### config.mk
export PLATFORM = sky130hd
export DESIGN_NAME = div_unit_flat
export DESIGN_NICKNAME = d
export VERILOG_FILES = /design/src/rtl/div_unit_pkg.sv /design/src/rtl/div_unit_if.sv /design/src/rtl/div_unit.sv /design/src/flat_wrapper.sv
export SDC_FILE = /design/constraint.sdc
export NUM_CORES = 1
export LEC_CHECK = 0
export BUFFER_PORTS_ARGS = -buffer_cell sky130_fd_sc_hd__buf_4
export CAP_MARGIN = 20
export CORE_UTILIZATION = 50
export CTS_CLUSTER_SIZE = 25
export DETAILED_ROUTE_END_ITERATION = 8
export PLACE_DENSITY_LB_ADDON = 0.2
export SETUP_SLACK_MARGIN = 0.5
export SYNTH_ARGS = -nofsm -noshare
export SYNTH_HDL_FRONTEND = slang
export SYNTH_SLANG_ARGS = --single-unit
export TNS_END_PERCENT = 1
### constraint.sdc
create_clock -name clk -period 10.57 [get_ports clk]
set_input_delay 2.114 -clock clk [delete_from_list [all_inputs] [get_ports clk]]
set_output_delay 2.114 -clock clk [all_outputs]
set_load 0.005 [all_outputs]
### src/rtl/div_unit_pkg.sv
// Shared types and constants for the iterative divider.
package div_unit_pkg;

    // Divider controller states
    typedef enum logic [1:0] {
        DIV_FREE   = 2'b00,
        DIV_BYZERO = 2'b01,
        DIV_ON     = 2'b10,
        DIV_END    = 2'b11
    } div_state_e;

    localparam logic DIV_RESULT_READY     = 1'b1;
    localparam logic DIV_RESULT_NOT_READY = 1'b0;
    localparam logic DIV_START            = 1'b1;
    localparam logic DIV_STOP             = 1'b0;

endpackage

### src/rtl/div_unit_if.sv
// Request/response bundle between the execute stage and the divider.
interface div_unit_if #(
    parameter int WIDTH = 32
);
    logic                   signed_div_i;
    logic [WIDTH-1:0]       opdata1_i;
    logic [WIDTH-1:0]       opdata2_i;
    logic                   start_i;
    logic                   annul_i;
    logic [2*WIDTH-1:0]     result_o;
    logic                   ready_o;

    // Execute stage side: issues requests, consumes results
    modport master (
        output signed_div_i, opdata1_i, opdata2_i, start_i, annul_i,
        input  result_o, ready_o
    );

    // Divider side
    modport slave (
        input  signed_div_i, opdata1_i, opdata2_i, start_i, annul_i,
        output result_o, ready_o
    );
endinterface

### src/rtl/div_unit.sv
// Multi-cycle restoring divider: one shift-and-subtract step per cycle,
// producing {remainder, quotient} WIDTH+2 cycles after the request is taken.
module div_unit
    import div_unit_pkg::*;
#(
    parameter int WIDTH = 32
) (
    input  logic       clk,
    input  logic       rst,
    div_unit_if.slave  bus
);

    localparam int               CNT_W    = $clog2(WIDTH + 1);
    localparam logic [CNT_W-1:0] CNT_LAST = CNT_W'(WIDTH);
    localparam logic [CNT_W-1:0] CNT_ONE  = CNT_W'(1);

    div_state_e          state;
    logic [CNT_W-1:0]    cnt;

    // Datapath registers: partial remainder, dividend shifting into quotient,
    // divisor magnitude and the sign corrections to apply at the end.
    logic [WIDTH-1:0]    rem_q;
    logic [WIDTH-1:0]    dvd_q;
    logic [WIDTH-1:0]    dvs_q;
    logic                neg_quot_q;
    logic                neg_rem_q;
    logic [2*WIDTH-1:0]  res_q;

    logic signed [WIDTH-1:0] op1_s;
    logic signed [WIDTH-1:0] op2_s;
    logic                    op1_neg;
    logic                    op2_neg;

    logic [WIDTH:0]      rem_sh;
    logic [WIDTH:0]      trial;
    logic                trial_ok;
    logic [WIDTH-1:0]    rem_next;

    // Two's-complement negate when requested; -INT_MIN wraps to the
    // unsigned magnitude 2^(WIDTH-1), which is exactly what the core needs.
    function automatic logic [WIDTH-1:0] cond_neg(input logic [WIDTH-1:0] v,
                                                  input logic            neg);
        return neg ? -v : v;
    endfunction

    // Operand sign detection, only meaningful in signed mode
    always_comb begin
        op1_s   = bus.opdata1_i;
        op2_s   = bus.opdata2_i;
        op1_neg = bus.signed_div_i & (op1_s < 0);
        op2_neg = bus.signed_div_i & (op2_s < 0);
    end

    // One restoring step: shift in the next dividend bit, trial-subtract
    // the divisor, keep the difference only if it did not go negative.
    always_comb begin
        rem_sh   = {rem_q, dvd_q[WIDTH-1]};
        trial    = rem_sh - {1'b0, dvs_q};
        trial_ok = ~trial[WIDTH];
        rem_next = trial_ok ? trial[WIDTH-1:0] : rem_sh[WIDTH-1:0];
    end

    // Controller and iteration registers; outputs are registered here
    always_ff @(posedge clk) begin
        if (rst) begin
            state        <= DIV_FREE;
            cnt          <= '0;
            bus.result_o <= '0;
            bus.ready_o  <= DIV_RESULT_NOT_READY;
        end else begin
            case (state)
                DIV_FREE: begin
                    bus.result_o <= '0;
                    bus.ready_o  <= DIV_RESULT_NOT_READY;
                    if (bus.start_i == DIV_START && !bus.annul_i) begin
                        if (bus.opdata2_i == '0) begin
                            state <= DIV_BYZERO;
                        end else begin
                            state      <= DIV_ON;
                            cnt        <= '0;
                            rem_q      <= '0;
                            dvd_q      <= cond_neg(bus.opdata1_i, op1_neg);
                            dvs_q      <= cond_neg(bus.opdata2_i, op2_neg);
                            neg_quot_q <= op1_neg ^ op2_neg;
                            neg_rem_q  <= op1_neg;
                        end
                    end
                end
                DIV_BYZERO: begin
                    if (bus.annul_i) begin
                        state <= DIV_FREE;
                    end else begin
                        res_q <= '0;
                        state <= DIV_END;
                    end
                end
                DIV_ON: begin
                    if (bus.annul_i) begin
                        state <= DIV_FREE;
                    end else if (cnt != CNT_LAST) begin
                        rem_q <= rem_next;
                        dvd_q <= {dvd_q[WIDTH-2:0], trial_ok};
                        cnt   <= cnt + CNT_ONE;
                    end else begin
                        res_q <= {cond_neg(rem_q, neg_rem_q),
                                  cond_neg(dvd_q, neg_quot_q)};
                        cnt   <= '0;
                        state <= DIV_END;
                    end
                end
                DIV_END: begin
                    if (bus.start_i == DIV_START) begin
                        bus.result_o <= res_q;
                        bus.ready_o  <= DIV_RESULT_READY;
                    end else begin
                        bus.result_o <= '0;
                        bus.ready_o  <= DIV_RESULT_NOT_READY;
                        state        <= DIV_FREE;
                    end
                end
                default: state <= DIV_FREE;
            endcase
        end
    end

endmodule

### src/flat_wrapper.sv
// flat-port wrapper written by rule: the top's interface ports become plain ports
module div_unit_flat import div_unit_pkg::*;
#(
    parameter int WIDTH = 32
)
  (clk, rst, bus_signed_div_i, bus_opdata1_i, bus_opdata2_i, bus_start_i, bus_annul_i, bus_result_o, bus_ready_o);
  div_unit_if #(.WIDTH(WIDTH)) bus_i ();
  input  logic clk;
  input  logic rst;
  input wire logic [$bits(bus_i.signed_div_i)-1:0] bus_signed_div_i;
  input wire logic [$bits(bus_i.opdata1_i)-1:0] bus_opdata1_i;
  input wire logic [$bits(bus_i.opdata2_i)-1:0] bus_opdata2_i;
  input wire logic [$bits(bus_i.start_i)-1:0] bus_start_i;
  input wire logic [$bits(bus_i.annul_i)-1:0] bus_annul_i;
  output wire logic [$bits(bus_i.result_o)-1:0] bus_result_o;
  output wire logic [$bits(bus_i.ready_o)-1:0] bus_ready_o;
  assign bus_i.signed_div_i = bus_signed_div_i;
  assign bus_i.opdata1_i = bus_opdata1_i;
  assign bus_i.opdata2_i = bus_opdata2_i;
  assign bus_i.start_i = bus_start_i;
  assign bus_i.annul_i = bus_annul_i;
  assign bus_result_o = bus_i.result_o;
  assign bus_ready_o = bus_i.ready_o;
  div_unit #(.WIDTH(WIDTH)) u_core (.clk(clk), .rst(rst), .bus(bus_i));
endmodule
==> results of run 1 <==
## worst paths after layout
path	start	end	slack, ps	cells after the start
worst min-delay path	u_core.res_q[45]$_SDFFCE_PN0P_	u_core.bus.result_o[45]$_SDFFE_PP0P_	480	2
worst min register to register	u_core.res_q[45]$_SDFFCE_PN0P_	u_core.bus.result_o[45]$_SDFFE_PP0P_	480	2
worst max register to register	u_core.rem_q[0]$_SDFFCE_PN0P_	u_core.rem_q[6]$_SDFFCE_PN0P_	6610	12
worst max-delay path	bus_opdata2_i[0]	u_core.rem_q[26]$_SDFFCE_PN0P_	5520	11
## layer usage
| layer | global-route usage [%] | share of wire, % |
|---|---|---|
| met1 | 33.7 | 50 |
| met3 | 4.22 | 6.9 |
| met5 | 0 | 0 |
| met2 | 32.0 | 42 |
| met4 | 5.01 | 1.5 |
## cells in the final DEF, fill, tap and decap left out, types with 4 or more instances in the layout
| master | count |
|---|---|
| a21oi_1 | 65 |
| nand2b_1 | 15 |
| and2_1 | 4 |
| nand3b_1 | 4 |
| edfxtp_1 | 162 |
| o21bai_1 | 4 |
| o211ai_1 | 4 |
| nor2b_1 | 9 |
| nor2_1 | 219 |
| mux2i_1 | 31 |
| o21ai_0 | 78 |
| nand2_1 | 108 |
| buf_4 | 140 |
| xnor2_1 | 62 |
| or2_2 | 5 |
| nand3_1 | 13 |
| nor3_1 | 17 |
| clkbuf_1 | 8 |
| and3_1 | 7 |
| clkbuf_16 | 27 |
| a22oi_1 | 64 |
| inv_1 | 58 |
| o31ai_1 | 26 |
| o41ai_1 | 9 |
| or4_1 | 13 |
| o21ai_1 | 8 |
| a21o_1 | 6 |
| or3_1 | 17 |
| nand4_1 | 10 |
| ha_1 | 40 |
| a311oi_1 | 4 |
| nor4_1 | 7 |
| xor2_1 | 80 |
| o21a_1 | 8 |
| dfxtp_1 | 73 |
## worst max-delay path, delay by kind of cell
kind                       cells  cell delay [ps]
AOI/OAI and AO/OA              2              620
adders and majority gates      1              150
buffers and inverters          3              580
and+or+nand+nor                5             1650
## final cells by class
cell class                      count  area, um2  share of cell area, %
Inverter                           59        221                   1.46
Clock buffer                       36        719                   4.74
Antenna cell                        2       5.00                 0.0330
Tap cell                          330        413                   2.72
Sequential cell                   235       6330                   41.7
Clock inverter                     10        135                  0.891
Multi-Input combinational cell    987       6270                   41.4
Timing Repair Buffer              141       1070                   7.06
## sequential cells by signal, indices dropped and copies added (netlist names)
name,cells
u_core.bus.result_o,64
u_core.res_q,64
u_core.dvd_q,32
u_core.dvs_q,32
u_core.rem_q,32
u_core.cnt,6
u_core.state,2
u_core.bus.ready_o,1
u_core.neg_quot_q,1
u_core.neg_rem_q,1
## report_power, final
group	leakage [uW]	internal, uW	total (uW)	switching (uW)
logic	0.00326	284	791	507
registers	0.00208	1120	1180	67.2
clock network	0.000418	548	899	350
total	0.00576	1950	2870	924
## stage by stage
step                      hold WS, ps  instance area [um2]
after CTS                         480                15100
after detailed placement          468                14300
after global placement            459                14300
after global routing              496                15200
after floorplan                   455                13100
final                             480                15200
## logic make-up after synthesis
kind of cell             count (synthesis)  synth area share, %
AO/OA/AOI/OAI                          305                 15.4
XOR/XNOR                               142                 9.50
adder cells (fa/ha/maj)                 43                 4.17
buffers and inverters                  124                 4.02
flip-flops                             235                 48.3
multiplexers                            31                 2.37
AND/OR/NAND/NOR                        466                 16.2
==> metrics.md, run 1 <==
| Metric | Value |
|---|---|
| Status | finished clean |
| CTS Sinks | ~240 |
| TNS Setup | 0 ps |
| Post-DR vias/cell | 5.58 |
| Crit path time final | about 5000 ps |
| Relative slew slack | roughly 32% |
| Synth top cells by count | nor2_1 (220), edfxtp_1 (162), nand2_1 (108), xor2_1 (80), o21ai_0 (78) |
| Count leader, synth | nor2_1 |
| Final-report hold violation count | 0 |
| H-Tree Depth | 1 |
| Worst Path Required | ~11000 ps |
| Dominant cells by area after synthesis | edfxtp_1 (37%), dfxtp_1 (11%), nor2_1 (6.3%) |
| Seq/Total Area, Yosys | 48.3% |
| Share of cells above drive strength 1 | roughly 14% |
| Hold Buf Count CTS | 0 |
| Crit path top cell by count | buf_4 |
| Drt total wl | between 20 and 30 mm |
| CP max FO | 64 |
| Slew Viols, Final | 0 |
| CTS tree | yes |
| Clock root cell | clkbuf_16 |
| Maxcap violations | 0 |
| DRT Pass-1 Iters | 5 |
| CP Class | in2reg |
| Largest net degree at the start of global routing | 97 |
| Warnings from Yosys | 0 |
| Number of global-route vias before repair | between 9000 and 10000 |
| Nets | approximately 1600 |
| Cell Rows | between 50 and 60 |
| Core Area | between 20000 and 30000 um2 |
| Die Y | about 160 um |
| Total CTS buffers | 25 |
| Latest clock arrival within the worst-skew pair | between 500 and 600 ps |
| Synthesized Nets | ~1500 |
| Detail Route Antenna Nets | 0 |
| Number of DRC markers in iteration 0 | around 770 |
| GR Overflow Total | 0 |
| Util after Layout | about 60% |
| Post-synth EDFFs | ~160 |
| Final Skew | approximately 22 ps |
| Remaining DRCs | 0 |
| Area leader, netlist | edfxtp_1 |
| VDD IR max | about 0.23 mV |
| First-pass GRT wire length | between 40 and 50 mm |
| Slew @ Worst Pin | 1010 ps |
| P_leak | just under 0.006 uW |
| Setup crit end kind | flip-flop |
| # resized after CTS | 0 |
| Slowest cell on crit path | or4b_1 |
| Dpl hpwl | between 20 and 25 mm |
| Filler Cells Inserted | about 2200 |
| Critical Path AT | between 5000 and 6000 ps |
| DP Cell Count | 1751 |
| CTS clock-pin slew for the worst setup and hold paths | approximately 60 ps |
| Top Ports | approximately 130 |
| Finished Layout Cells | between 1500 and 2000 |
| Routed WL per cell | 16.4 um |
| Area share of the largest cell type after synthesis | a little under two fifths |
| FFs w/ async S/R, synth | 0% |
| Post-CTS setup buffer count | 0 |
| Clock tree buffer depth | 3 |
| Worst slack, placed | slightly above 5000 ps |
| Initial core utilization | 51.5% |
| Unrepaired setup endpoints after global routing | no |
| Port Buffers | ~130 |
| Synth Instances | around 1300 |
| Antenna violations before repair | 2 |
| Cell Chain, Critical Path | buf_4 > inv_1 > ha_1 > nor3b_1 > nand4b_1 > or4b_1 > o41ai_2 > or2_1 > a21o_1 > nor3b_2 > buf_4 |
| Most used DFF post-synth | edfxtp_1 |
| Max Clock Freq | 198 MHz |
| Unique masters post-synth | 70 |
| Die ar. | between 20000 and 30000 um2 |
| Final Cycle Share | between 40% and 50% |
| Total track usage | around 22% |
| #FFs+latches synth | roughly 240 |
| Mapped cell area | around 13000 um2 |
| Die Span X | ~160 um |
| Total power | between 2000 and 3000 uW |
| CP startpoint kind | primary input |
| Min-Delay Path Class | reg2reg |
| Vias post-DR | 10000 |
| Pwr dens | between 150 and 200 nW/um2 |
| Count of final setup violators | 0 |
| CP peak stage delay | between 600 and 700 ps |
| Final worst setup slack | about 5500 ps |
| P&R area growth vs syn | 15.8% |
| GPL Wtd Cong | approximately 0.87 |
| Syn_area_per_cell | 9.73 um2 |
Note: power is estimated with default switching activity, not from simulation.
==> inputs of run 2 (changes only) <==
clock period = 5.05 ns   (was 10.57 ns; I/O delays follow)
==> run 2 against run 1 <==
Setup slack worse by 4300 ps. Clock power up 91%. Cell count grew 0.11%. Sequential share of layout area increased by 0.15 points. Critical path depth is 1 higher. Clock skew down 13 ps. Final area down 0.35%. Sequential cell count unchanged. Largest cell class unchanged. Highest routed layer unchanged.
==> metrics.md, run 2 (synthesis gave the netlist of run 1 again) <==
| Metric | Value |
|---|---|
| Die Y | ~160 um |
| # resized after CTS | 0 |
| Detail Route Antenna Nets | 0 |
| Dpl hpwl | 21.1 mm |
| Remaining DRCs | 0 |
| Port Buffers | between 100 and 150 |
| Vias post-DR | around 10000 |
| VDD IR max | roughly 0.31 mV |
| Die Span X | about 160 um |
| Filler Cells Inserted | ~2200 |
| Drt total wl | 28.8 mm |
| First-pass GRT wire length | 46.4 mm |
| Sequential power share | between 40 and 50% |
| CTS clock-pin slew for the worst setup and hold paths | around 60 ps |
| Slew Viols, Final | 0 |
| Maxcap violations | 0 |
| Count of final setup violators | 0 |
| Setup crit end kind | flip-flop |
| Final-report hold violation count | 0 |
| Number of DRC markers in iteration 0 | roughly 860 |
| Final Cycle Share | between 70% and 80% |
| CP peak stage delay | between 500 and 600 ps |
| P&R area growth vs syn | 15.4% |
| Pwr dens | ~390 nW/um2 |
| Routed WL per cell | 16.0 um |
| CP startpoint kind | flip-flop |
| Final worst setup slack | roughly 1200 ps |
| Post-CTS setup buffer count | 0 |
| Worst Path Required | between 5000 and 6000 ps |
| Combinational Power Share | between 20% and 30% |
| Slew @ Worst Pin | ~970 ps |
| Cell Chain, Critical Path | inv_1 > fa_1 > nand2b_1 > a21oi_2 > o311a_4 > a211oi_2 > o41ai_4 > a21oi_2 > or3_1 > buf_4 > mux2i_1 > nor2_1 |
| Largest net degree at the start of global routing | 77 |
| Total track usage | roughly 22% |
| Top Ports | approximately 130 |
| Core Area | 25400 um2 |
| Hold Startpoint | u_core.res_q[60]$_SDFFCE_PN0P_ |
| CTS Sinks | 235 |
| Crit path time final | 3810 ps |
| Unrepaired setup endpoints after global routing | no |
| Most frequent cells in the layout | nor2_1 (219), edfxtp_1 (162), buf_4 (143), nand2_1 (108), xor2_1 (80) |
| Critical Path Start | u_core.rem_q[0]$_SDFFCE_PN0P_ |
| Most common cell after layout, fill and taps aside | nor2_1 |
| Clock tree buffer depth | 3 |
| Cell Rows | 58 |
| CTS tree | yes |
| CP Class | reg2reg |
| Antenna violations before repair | 1 |
| Clk network pwr share | 29.4% |
| Critical Path AT | between 4000 and 5000 ps |
| Top delay family on crit path | compound AO/OA/AOI/OAI gates |
| Min-Delay Path Class | reg2reg |
| Clock root cell | clkbuf_16 |
| Switching power | approximately 1900 uW |
| Die ar. | between 20000 and 30000 um2 |
| Util after Layout | 59.5% |
| Slowest cell on crit path | o41ai_4 |
| Relative slew slack | around 36% |
| Max Clock Freq | ~260 MHz |
| Initial core utilization | between 50 and 60% |
| Buffers and inverters on the worst path | 2 |
| Internal | approximately 3900 uW |
| Final Skew | ~8.5 ps |
| Post-DR vias/cell | around 5.5 |
| Worst slack, placed | between 700 and 800 ps |
| DRT Pass-1 Iters | 5 |
| Biggest regs | u_core.bus.result_o: 64 flops, u_core.res_q: 64 flops |
| Total power | between 5000 and 6000 uW |
| Status | finished clean |
| Crit path top cell by count | a21oi_2 |
| GPL Wtd Cong | slightly above 0.9 |
| H-Tree Depth | 1 |
| Nets | around 1600 |
| TNS Setup | 0 ps |
| Latest clock arrival within the worst-skew pair | about 520 ps |
| P_leak | around 0.0057 uW |
| Placed cell area | 14300 um2 |
| GR Overflow Total | 0 |
| Number of global-route vias before repair | 9089 |
| R2R Path Start | u_core.rem_q[0]$_SDFFCE_PN0P_ |
| Share of cells above drive strength 1 | 14.1% |
| CP max FO | 20 |
| Hold Buf Count CTS | 0 |
| Total CTS buffers | 25 |
| Sw frac | 32.5% |
| Finished Cell Area | approximately 15000 um2 |
-- run 2: changes by cell type in the layout (fill, tap and decap cells not counted) --
cell,before,now
clkinv_4,2,0
nor3b_2,1,0
nor3b_4,0,1
clkbuf_16,27,26
diode_2,2,1
clkinv_1,1,0
buf_4,140,143
bufinv_16,3,0
clkbuf_1,8,12
clkbuf_8,1,4
-- run 2: worst reg2reg max path, cell delays in order, from the launching register on --
cell and delay, ps:
edfxtp_1 500, inv_1 220, fa_1 480, nand2b_1 200, a21oi_2 170, o311a_4 280
a211oi_2 110, o41ai_4 540, a21oi_2 120, or3_1 410, buf_4 250, mux2i_1 210
nor2_1 50
-- run 2: layout make-up --
cell class	instances	area (um2)	share of cell area [%]
sequential	235	6330	41.9
multi-input combinational	987	6280	41.6
timing repair buffer	144	1090	7.24
clock buffer	42	751	4.97
tap	330	413	2.73
inverter	59	221	1.47
clock inverter	4	23.8	0.157
antenna	1	2.50	0.0166
-- run 2: power by group through the flow --
stage                     Clock (uW)  Combinational [uW]  Sequential, uW
after floorplan                    0                1270            2470
after global placement             0                1610            2510
after detailed placement           0                1630            2510
after CTS                       1760                1640            2470
after global routing            1840                1840            2490
final                           1720                1650            2480
-- run 2: through the flow --
| stage | hold slack [ps] | std cells |
|---|---|---|
| after floorplan | 455 | 1346 |
| after global routing | 494 | 1801 |
| after global placement | 459 | 1754 |
| after detailed placement | 469 | 1754 |
| final | 477 | 1802 |
| after CTS | 482 | 1800 |
-- run 2: path summary, 6_finish.rpt --
check / end / slack [ps] / depth (start not counted)
setup / recovery: u_core.rem_q[30]$_SDFFCE_PN0P_ / 1240 / 12
hold / removal: u_core.bus.result_o[60]$_SDFFE_PP0P_ / 480 / 2
setup reg to reg: u_core.rem_q[30]$_SDFFCE_PN0P_ / 1240 / 12
hold reg to reg: u_core.bus.result_o[60]$_SDFFE_PP0P_ / 480 / 2
-- run 2: layer usage --
layer	routed length, um	up-vias	share of wire, %	track usage [%]
met5	0	-	0	0
met4	504	0	1.7	4.97
met3	1660	38	5.8	3.38
met2	12100	242	42	31.6
met1	14600	4649	51	33.1
li1	-	5019	-	-
==> inputs of run 3 (changes only) <==
ABC_AREA = 1   (was default)
clock period = 3.8 ns   (was 5.05 ns; I/O delays follow)
==> run 3 against run 2 <==
Sequential cell count stayed put. Core utilization is 0.43 points lower. Clock-buffer cell count stayed put. Highest routed layer unchanged. Global-route usage is 3.1 points higher. Cell count is 46% higher.
==> metrics.md, run 3 <==
| Metric | Value |
|---|---|
| DRT Pass-1 Iters | 8 |
| Unique masters post-synth | 43 |
| CTS Sinks | around 240 |
| CP max FO | 18 |
| Crit path time final | about 2800 ps |
| Setup crit end kind | flip-flop |
| Met3 Track Usage GR | around 2.5% |
| CTS clock-pin slew for the worst setup and hold paths | roughly 60 ps |
| CP Class | reg2reg |
| Worst slack, placed | 767 ps |
| P&R area growth vs syn | 15.0% |
| Top delay family on crit path | simple AND/OR/NAND/NOR gates |
| Detail Route Antenna Nets | 0 |
| Hold Buf Count CTS | 0 |
| Clock tree buffer depth | 3 |
| Seq/Total Area, Yosys | between 40% and 50% |
| Number of global-route vias before repair | between 10000 and 15000 |
| Routed WL per cell | roughly 14 um |
| Total track usage | 24.7% |
| P_leak | 0.00792 uW |
| Synth Area in XOR/XNOR | between 2 and 3% |
| Mapped cell area | between 10000 and 15000 um2 |
| Max Clock Freq | between 300 and 400 MHz |
| Nets | about 2300 |
| Post-synthesis simple-gate area fraction | around 30% |
| Most common cell after layout, fill and taps aside | nand2_1 |
| Slew Viols, Final | 0 |
| Syn_area_per_cell | between 7 and 8 um2 |
| Most frequent cells in the layout | nand2_1 (607), inv_1 (315), nor2_1 (260), a21oi_1 (167), edfxtp_1 (162) |
| GPL Wtd Cong | about 0.9 |
| Post-DR vias/cell | roughly 5.2 |
| Maxcap violations | 0 |
| Grt met1 use | 38.8% |
| Most used DFF post-synth | edfxtp_1 |
| First-pass GRT wire length | about 61 mm |
| Slew @ Worst Pin | slightly above 800 ps |
| Warnings from Yosys | 0 |
| Number of DRC markers in iteration 0 | 1039 |
| Final Cycle Share | 72.7% |
| Post-synth EDFFs | between 150 and 200 |
| Cell Chain, Critical Path | inv_1 > ha_1 > fa_1 > inv_1 > nand2_1 > nand2_1 > nand3_1 > nand2_2 > nand2_2 > nand2_2 > nand2_4 > nand3_2 > nand2_4 > nor2_1 > nor2_1 |
| Synth top cells by count | nand2_1 (607), inv_1 (315), nor2_1 (262), a21oi_1 (167), edfxtp_1 (162) |
| Remaining DRCs | 0 |
| Area leader, netlist | edfxtp_1 |
| Synth Area in Adders | under 10% |
| Count of final setup violators | 0 |
| Synth Instances | ~2100 |
| Total power | about 10000 uW |
| Mux cell area share after synthesis | 0% |
| Area share of the largest cell type after synthesis | 32.6% |
| Port Buffers | between 100 and 150 |
| Critical Path AT | 3050 ps |
| Largest net degree at the start of global routing | 67 |
| Synthesized Nets | between 2000 and 2500 |
| Met2 usage | 36.0% |
| Worst Path Required | between 4000 and 5000 ps |
| Antenna violations before repair | 0 |
| Total CTS buffers | 27 |
| Share of cells above drive strength 1 | around a tenth |
| Die ar. | around 31000 um2 |
| Count leader, synth | nand2_1 |
| Status | finished clean |
| Vias post-DR | 13700 |
| Top Usage Layer GRT | met1 |
| Relative slew slack | between 40 and 50% |
| Core Area | between 20000 and 30000 um2 |
| H-Tree Depth | 1 |
| Min-Delay Path Class | in2reg |
| FFs w/ async S/R, synth | 0% |
| Post-CTS setup buffer count | 0 |
| Latest clock arrival within the worst-skew pair | ~530 ps |
| Main combinational cell family by area after synthesis | simple AND/OR/NAND/NOR gates |
| Crit path top cell by count | nand2_2 |
| Dominant cells by area after synthesis | edfxtp_1 (33%), nand2_1 (15%), dfxtp_1 (9.8%) |
| VDD IR max | around 0.46 mV |
| #FFs+latches synth | roughly 240 |
| Cell Rows | 62 |
| Biggest regs | u_core.bus.result_o: 64 flops, u_core.res_q: 64 flops |
| Clock root cell | clkbuf_16 |
| Top Ports | 134 |
| Buffers and inverters on the worst path | 2 |
| CP startpoint kind | flip-flop |
| Drt total wl | 37.8 mm |
| CP peak stage delay | approximately 470 ps |
| GR Overflow Total | 0 |
| CTS tree | yes |
| Die Y | roughly 170 um |
| TNS Setup | 0 ps |
| Pwr dens | about 600 nW/um2 |
| Slowest cell on crit path | edfxtp_1 |
| Final worst setup slack | 1040 ps |
| Compound-gate portion of the synthesized area | between 10% and 20% |
| Unrepaired setup endpoints after global routing | no |
| Initial core utilization | 51.4% |
| # resized after CTS | 0 |
| Die Span X | between 150 and 200 um |
| N_diodes | 0 |
| Dpl hpwl | a little under 30 mm |
| Final-report hold violation count | 0 |
| Final Skew | 13.1 ps |
[run 3: through the flow]
stage / instances / utilization (%) / instance area [um2] / hold WS, ps
3_3_place_gp: 2586 / 56.1 / 16300 / 449
4_1_cts: 2636 / 59.1 / 17100 / 411
2_1_floorplan: 2116 / - / 14900 / 442
6_report: 2636 / 59.1 / 17100 / 424
3_5_place_dp: 2586 / 56.1 / 16300 / 457
5_1_grt: 2636 / 59.1 / 17100 / 412
[run 3: power breakdown]
group / leakage (uW) / switching (uW) / internal, uW
Clock: 0.000425 / 1000 / 1490
Sequential: 0.00210 / 401 / 3370
Combinational: 0.00540 / 2760 / 1220
[run 3: path summary, 6_finish.rpt]
kind	slack, ps	from	to	cells past startpoint
setup reg to reg	1040	u_core.dvd_q[31]$_DFFE_PP_	u_core.rem_q[29]$_SDFFCE_PN0P_	15
hold / removal	420	bus_opdata2_i[0]	u_core.dvs_q[0]$_DFFE_PP_	1
hold reg to reg	460	u_core.bus.result_o[44]$_SDFFE_PP0P_	u_core.bus.result_o[44]$_SDFFE_PP0P_	2
setup / recovery	1040	u_core.dvd_q[31]$_DFFE_PP_	u_core.rem_q[29]$_SDFFCE_PN0P_	15
[run 3: metal layers]
layer	vias to the layer above	wire length, um
met5	-	0
met4	0	728
met3	54	2590
met2	453	15500
met1	6129	19100
li1	7035	-
[run 3: area by class of cell]
class / count / area, um2
tap: 384 / 480
sequential: 235 / 6330
fill: 2787 / 11900
inverter: 319 / 1200
timing repair buffer: 147 / 1100
multi-input combinational: 1501 / 7160
clock buffer: 42 / 782
clock inverter: 8 / 82.6
[run 3: worst reg2reg max path, cell delays in order, from the launching register on]
cell      delay, ps
edfxtp_1        470
inv_1            80
ha_1            210
fa_1            410
inv_1           120
nand2_1          60
nand2_1          70
nand3_1          80
nand2_2         110
nand2_2          60
nand2_2          90
nand2_4          70
nand3_2         250
nand2_4         210
nor2_1          180
nor2_1           70
[run 3: cell families after synthesis]
logic type,Yosys count
AO/OA/AOI/OAI,299
XOR/XNOR,47
adder cells (fa/ha/maj),43
buffers and inverters,380
flip-flops,235
AND/OR/NAND/NOR,1112
